$ cat src/rtl/uadd_5_arb.sv
// uadd_5_arb: round-robin arbiter that shares one saturating unsigned W-bit adder among N_REQ
// requesters. It returns each result over a valid/ready port and counts accepted overflowing adds.
module uadd_5_arb #(
   parameter int N_REQ = 4,
   parameter int W     = 5,
   parameter int CNT_W = 8,
   localparam int IDW  = (N_REQ > 1) ? $clog2(N_REQ) : 1
) (
   input  logic               clk,
   input  logic               rst_n,
   input  logic [N_REQ-1:0]   req_i,
   input  logic [N_REQ*W-1:0] a_i,
   input  logic [N_REQ*W-1:0] b_i,
   output logic [N_REQ-1:0]   gnt_o,
   output logic               busy_o,
   output logic               res_valid_o,
   input  logic               res_ready_i,
   output logic [IDW-1:0]     res_id_o,
   output logic [W-1:0]       res_s_o,
   output logic               res_of_o,
   input  logic               of_cnt_clr_i,
   output logic [CNT_W-1:0]   of_cnt_o
);

   typedef enum logic [1:0] {IDLE, EXEC, DONE} state_t;

   state_t             state_q;
   logic [IDW-1:0]     ptr_q;
   logic [IDW-1:0]     opId_q;
   logic [W-1:0]       opA_q;
   logic [W-1:0]       opB_q;
   logic [N_REQ-1:0]   gnt_q;
   logic               resValid_q;
   logic [IDW-1:0]     resId_q;
   logic [W-1:0]       resS_q;
   logic               resOf_q;
   logic [CNT_W-1:0]   ofCnt_q;

   logic [W-1:0]       aArr [N_REQ];
   logic [W-1:0]       bArr [N_REQ];
   logic [IDW-1:0]     win_d;
   logic               found_d;
   int                 idx;
   logic [N_REQ-1:0]   onehot_d;
   logic [W:0]         full_d;
   logic [W-1:0]       sat_d;
   logic               accept_d;

   for (genvar k = 0; k < N_REQ; k++) begin : g_unpack
      assign aArr[k] = a_i[k*W +: W];
      assign bArr[k] = b_i[k*W +: W];
   end

   // Scan requesters starting at the round-robin pointer; the first one set wins.
   always_comb begin
      win_d   = '0;
      found_d = 1'b0;
      idx     = 0;
      for (int i = 0; i < N_REQ; i++) begin
         idx = int'(ptr_q) + i;
         if (idx >= N_REQ) begin
            idx = idx - N_REQ;
         end
         if (!found_d && req_i[IDW'(idx)]) begin
            found_d = 1'b1;
            win_d   = IDW'(idx);
         end
      end
   end

   assign onehot_d = {{(N_REQ-1){1'b0}}, 1'b1} << win_d;
   assign full_d   = {1'b0, opA_q} + {1'b0, opB_q};
   assign sat_d    = full_d[W] ? {W{1'b1}} : full_d[W-1:0];
   assign accept_d = (state_q == DONE) && res_ready_i;

   always_ff @(posedge clk or negedge rst_n) begin
      if (!rst_n) begin
         state_q    <= IDLE;
         ptr_q      <= '0;
         opId_q     <= '0;
         opA_q      <= '0;
         opB_q      <= '0;
         gnt_q      <= '0;
         resValid_q <= 1'b0;
         resId_q    <= '0;
         resS_q     <= '0;
         resOf_q    <= 1'b0;
         ofCnt_q    <= '0;
      end else begin
         gnt_q <= '0;
         case (state_q)
            IDLE: begin
               if (found_d) begin
                  opA_q   <= aArr[win_d];
                  opB_q   <= bArr[win_d];
                  opId_q  <= win_d;
                  gnt_q   <= onehot_d;
                  ptr_q   <= (win_d == IDW'(N_REQ-1)) ? '0 : win_d + 1'b1;
                  state_q <= EXEC;
               end
            end
            EXEC: begin
               resS_q     <= sat_d;
               resOf_q    <= full_d[W];
               resId_q    <= opId_q;
               resValid_q <= 1'b1;
               state_q    <= DONE;
            end
            DONE: begin
               if (res_ready_i) begin
                  resValid_q <= 1'b0;
                  state_q    <= IDLE;
               end
            end
            default: state_q <= IDLE;
         endcase
         // A clear in the same cycle as an overflowing acceptance leaves the counter at zero.
         if (of_cnt_clr_i) begin
            ofCnt_q <= '0;
         end else if (accept_d && resOf_q && (ofCnt_q != {CNT_W{1'b1}})) begin
            ofCnt_q <= ofCnt_q + 1'b1;
         end
      end
   end

   assign gnt_o       = gnt_q;
   assign busy_o      = (state_q != IDLE);
   assign res_valid_o = resValid_q;
   assign res_id_o    = resId_q;
   assign res_s_o     = resS_q;
   assign res_of_o    = resOf_q;
   assign of_cnt_o    = ofCnt_q;

endmodule

$ cat config.mk
export PLATFORM = sky130hd
export DESIGN_NAME = uadd_5_arb
export DESIGN_NICKNAME = d
export VERILOG_FILES = /design/src/rtl/uadd_5_arb.sv
export SDC_FILE = /design/constraint.sdc
export NUM_CORES = 1
export LEC_CHECK = 0
export BUFFER_PORTS_ARGS = -buffer_cell sky130_fd_sc_hd__buf_4
export CORE_ASPECT_RATIO = 0.8
export CORE_MARGIN = 8
export CORE_UTILIZATION = 35
export CTS_BUF_LIST = sky130_fd_sc_hd__clkbuf_16
export DETAILED_ROUTE_END_ITERATION = 6
export HOLD_SLACK_MARGIN = 0.02
export MAX_ROUTING_LAYER = met4
export SLEW_MARGIN = 20
export SYNTH_ARGS = -nofsm -noshare
export SYNTH_HDL_FRONTEND = slang
export SYNTH_SLANG_ARGS = --single-unit
$ cat constraint.sdc
create_clock -name clk -period 1.7 [get_ports clk]
set_input_delay 0.085 -clock clk [delete_from_list [all_inputs] [get_ports clk]]
set_output_delay 0.085 -clock clk [all_outputs]
set_load 0.02 [all_outputs]
# Word-level counts from Yosys, hierarchy flattened
# Index checks and enable logic that the tools add are counted.
[classes]
n_addsub = 10
n_lt_le_gt_ge = 9
n_eq_ne = 6
shift = 1
n_mux = 41
bitwise = 1
n_reduce_logical = 16
[ops]
columns = ["cell", "n"]
rows = [
  ["two-way mux 5 bit", 5],
  ["two-way mux 2 bit", 11],
  ["binary-select mux 5 bit (select 2 bit)", 2],
  ["less-than comparator 2 x 4 -> 1 bit, second input constant", 4],
  ["two-way mux 8 bit", 2],
  ["two-way mux 1 bit", 13],
  [">= comparator 3 bit, second input constant", 4],
  ["adder 8 x 1 -> 8 bit, second input constant", 1],
  ["binary-select mux 1 bit (select 2 bit)", 4],
  ["two-way mux 4 bit", 2],
  ["inequality test 8 bit, second input constant", 1],
  ["subtractor 2 x 1 -> 2 bit, second input constant", 4],
  ["adder 2 x 2 -> 3 bit, second input constant", 2],
  ["adder 5 x 5 -> 6 bit", 1],
  ["logical AND 1 bit", 6],
  ["one-hot mux 2 bit (3 select lines)", 1],
  ["AND reduction 2 bit", 3],
  ["nonzero test 2 bit", 3],
  ["== test 2 bit, second input constant", 2],
  ["inequality test 2 bit, second input constant", 2],
  ["<< shifter 1 x 2 -> 4 bit, first input constant", 1],
  ["adder 2 x 1 -> 3 bit, second input constant", 1],
  [">= comparator 2 x 3 -> 1 bit, second input constant", 1],
  ["logical NOT 1 bit", 3],
  ["5 further kinds", 5],
]
[word_totals]
ff_bits = 37
output_inout_bits = 22
word_cells = 95

# Logic depth before layout (Yosys ltp)
[depth]
depth_word = 19
depth_mapped = 9
mapped_depth_nobuf = 8

# Least setup slack after synthesis
# Ideal clock, no wire load.
[synth_path]
path_kind = "register to register"
from = "reg ptr_q[0]"
to = "reg ptr_q[1]"
setup_time_ns = 0.116
t_arrival_ns = 1.449
t_required_ns = 1.584
slack_ns = 0.135
stages_incl_launch_ff = 10
period_less_slack_ns = 1.565
cell_sequence = "dfrtp_1 nand2b_1 a21oi_1 a211o_1 buf_6 buf_6 inv_1 ha_1 nand2_1 nand2_1"
[synth_between]
elab_chain_len = 17
word_cells_on_any_way = 45
classes_between = "add/sub (8); order compare (4); eq/ne (1); mux (25); reduce/logical (7)"
[synth_rtl]
columns = ["element", "line", "rtl"]
rows = [
  ["start: declaration", "28", "logic [IDW-1:0] ptr_q;"],
  ["start signal: assignment", "98", "ptr_q <= (win_d == IDW'(N_REQ-1)) ? '0 : win_d + 1'b1;"],
  ["branches (longest 17 deep; another with adder 2 x 1 -> 3 bit)", "--", ""],
]
# Several ways; the timed one is not identified. The select of a mux whose other input is x is not followed.
# A chain may end at the register's enable or synchronous reset.

# Worst setup path in the final report
[layout_path]
from = "reg opB_q[0]"
to = "reg resS_q[4] (netlist: res_s_o[4])"
[layout_between]
elab_chain_len = 2
[layout_rtl]
columns = ["element", "line", "rtl"]
rows = [
  ["start: declaration", "31", "logic [W-1:0] opB_q;"],
  ["start signal: assignment", "95", "opB_q <= bArr[win_d];"],
  ["adder 5 x 5 -> 6 bit", "72", "assign full_d = {1'b0, opA_q} + {1'b0, opB_q};"],
  ["two-way mux 5 bit", "73", "assign sat_d = full_d[W] ? {W{1'b1}} : full_d[W-1:0];"],
  ["end signal: assignment", "103", "resS_q <= sat_d;"],
  ["end: declaration", "35", "logic [W-1:0] resS_q;"],
]
# Every way passes these cells.

==> key figures <==
Detailed routing
  • DRC viols: 0
  • Detail Route Antenna Nets: 0
  • Routed len/inst: 15.3 µm
  • Pre-antenna DRT Iters: 4
  • DRT Wirelength: 5.44 mm
  • 1st-iter DRT viols: 67
  • Via count: 1,735
  • Vias per cell: 4.89

Global route
  • Overall Global Routing Usage: 13.6%
  • Initial antenna violation count: 0
  • Total global routing overflow: 0
  • Vias in the first global route: 1,799
  • First-pass GRT wire length: 8.93 mm
  • Largest net degree at the start of global routing: 38

Floorplanning
  • Die Width: 101 µm
  • Initial Utilization: 36.7%
  • Die Y-Extent: 84.1 µm
  • Row count: 24
  • # IOs: 70
  • Die area: 0.00850 mm²
  • Core area: 0.00553 mm²

Flow run
  • Max cap viols: 0

Finish
  • Most frequent cells in the layout: buf_4, dfrtp_1, nand2_1
  • # diodes: 0
  • Design area: 0.00281 mm²
  • Share of post-route cells with drive strength above 1: 33.6%
  • Area grow syn2layout: 38.7%
  • Most common cell after layout, fill and taps aside: buf_4
  • Final net count: 333

Setup path
  • Crit path DAT: 1.78 ns
  • Worst Path Required: 1.85 ns
  • Crit path launch type: flop
  • CP Class: reg2reg
  • CP Max Fanout: 2
  • CP max stage delay: 0.37 ns
  • Crit end category: flop
  • Worst-path cell with the longest stage delay: dfrtp_1
  • Worst path cell trace: ha_2 -> inv_1 -> fa_2 -> nor2b_1 -> o21a_1 -> nand4_1 -> o41ai_1 -> a21oi_1

Pwr
  • Lkg Pwr: 0.00139 µW
  • Maximum vdd drop: 0.000931 V
  • Pwr Density: 1670 mW/mm²

Min path
  • Hold Path Class: in2reg

STA
  • Post-route clock period utilization: 95.8%
  • # setup viols final: 0
  • Final Hold Fails: 0
  • RSZ-0062 raised after global routing: yes
  • Worst setup slack after layout: 0.0714 ns
  • Rel. slew slack: 68.4%
  • Tmin final: 1.63 ns
  • Post-route clock skew: 0.00489 ns
  • Pin slew with the least headroom to its limit: 0.474 ns
  • F_max: 614 MHz
  • Final slew viol count: 0

Status
  • Status: finished clean

Clocking
  • CTS max path bufs: 2
  • CTS sink count: 37
  • Worst-path clk slew: 0.05 ns
  • H-tree depth: 2
  • Clock Latency Late Sink: 0.28 ns
  • Num CTS Buffers: 5
  • Root Buffer Master: clkbuf_16
  • CTS tree: built

Synthesis
  • Syn_area_per_cell: 10.1 µm²
  • EDFF count, synth: 0
  • Syn nets: 256
  • Top cell type by total area after synthesis: dfrtp_1
  • Main area contributors after synthesis: dfrtp_1, mux2i_1, ha_1
  • Ys async rst share: 100%
  • Number of synthesized register bits: 37
  • YS warnings: 0
  • Most used DFF post-synth: dfrtp_1
  • Gate count of the mapped netlist: 200
  • Synth top area share: 45.7%
  • Netlist cell types: 40
  • Synthesized area: 0.00203 mm²
  • Sequential fraction of the synthesis area: 45.7%

Placed design
  • Post-detail-place hpwl: 4.11 mm
  • Pre-CTS setup slack: 0.0412 ns
  • Global placement routability congestion: 0.796
  • Placed instance area: 0.00263 mm²
  • # port buffers: 69
==> worst max-delay path: cells and delay by family, from the launching register on <==
kind | cells | cell delay (ns)
adders and majority gates | 2 | 0.53
DFF | 1 | 0.37
AOI/OAI and AO/OA | 3 | 0.33
and+or+nand+nor | 2 | 0.23
buffers and inverters | 1 | 0.05
==> report_power, final <==
part	internal [µW]	switching, µW
sequential	1220	217
clock	524	334
combinational	1140	1270
==> cell usage after synthesis, drive strengths merged (7+ instances only) <==
cell,number
dfrtp,37
ha,7
a21oi,13
mux2i,20
o221ai,10
nand2,22
inv,10
buf,8
nor2,20
==> worst paths after layout <==
check / from / end / slack (ns) / cells past startpoint
max: opB_q[0] / res_s_o[4] / 0.07 / 8
min: of_cnt_clr_i / of_cnt_o[7] / 0.04 / 2
max reg2reg: opB_q[0] / res_s_o[4] / 0.07 / 8
min reg2reg: opId_q[0] / opId_q[0] / 0.48 / 1
max in group asynchronous: rst_n / res_of_o / 1.06 / 2
min in group asynchronous: rst_n / gnt_o[3] / 0.31 / 2
==> stage by stage <==
stage	hold slack, ns	power [µW]	utilization, %	TNS (ns)	cells
after floorplan	-0.211	3040	-	0	200
after global placement	0.0798	3760	47.7	0	346
after detailed placement	0.0850	3770	47.7	0	346
after CTS	0.0295	4670	50.2	0	354
after global routing	0.0412	5080	50.9	-0.0190	355
final	0.0356	4700	50.9	0	355
==> layer usage <==
metal	track usage (%)	vias up	wire, µm
li1	-	867	-
met1	18.4	810	2680
met2	18.8	50	2440
met3	3.58	8	249
met4	4.86	0	74
met5	-	-	0
==> cell families after synthesis <==
logic type	after synthesis	synth area share (%)
compound gates	42	14.4
mux	22	11.0
flops	37	45.7
fa+ha+maj	8	5.31
simple gates	66	14.9
xor+xnor	6	2.59
buf+inv	19	6.17
==> area by class of cell <==
type	count	area [µm²]
clock buffers	5	125
clock inverters	2	7.51
fillers	534	2710
inverters	10	42.5
multi-input cells	144	990
flip-flops and latches	37	926
well taps	78	97.6
repair buffers	79	626
==> flip-flops by register name, indices dropped and copies added, names as in the netlist <==
register,count
res_of_o,1
opB_q,5
state_q,2
res_s_o,5
of_cnt_o,8
res_id_o,2
res_valid_o,1
gnt_o,4
opId_q,2
opA_q,5
ptr_q,2
==> timing repair <==
| item | CTS | global route |
|---|---|---|
| hold buffers | 1 | 0 |
| hold endpoints to repair | 37 | 0 |
| setup buffers | 0 | 0 |
| resized for setup | 0 | 5 |
| endpoints found under the setup margin | 0 | 16 |
(Power assumes the default switching activity.)
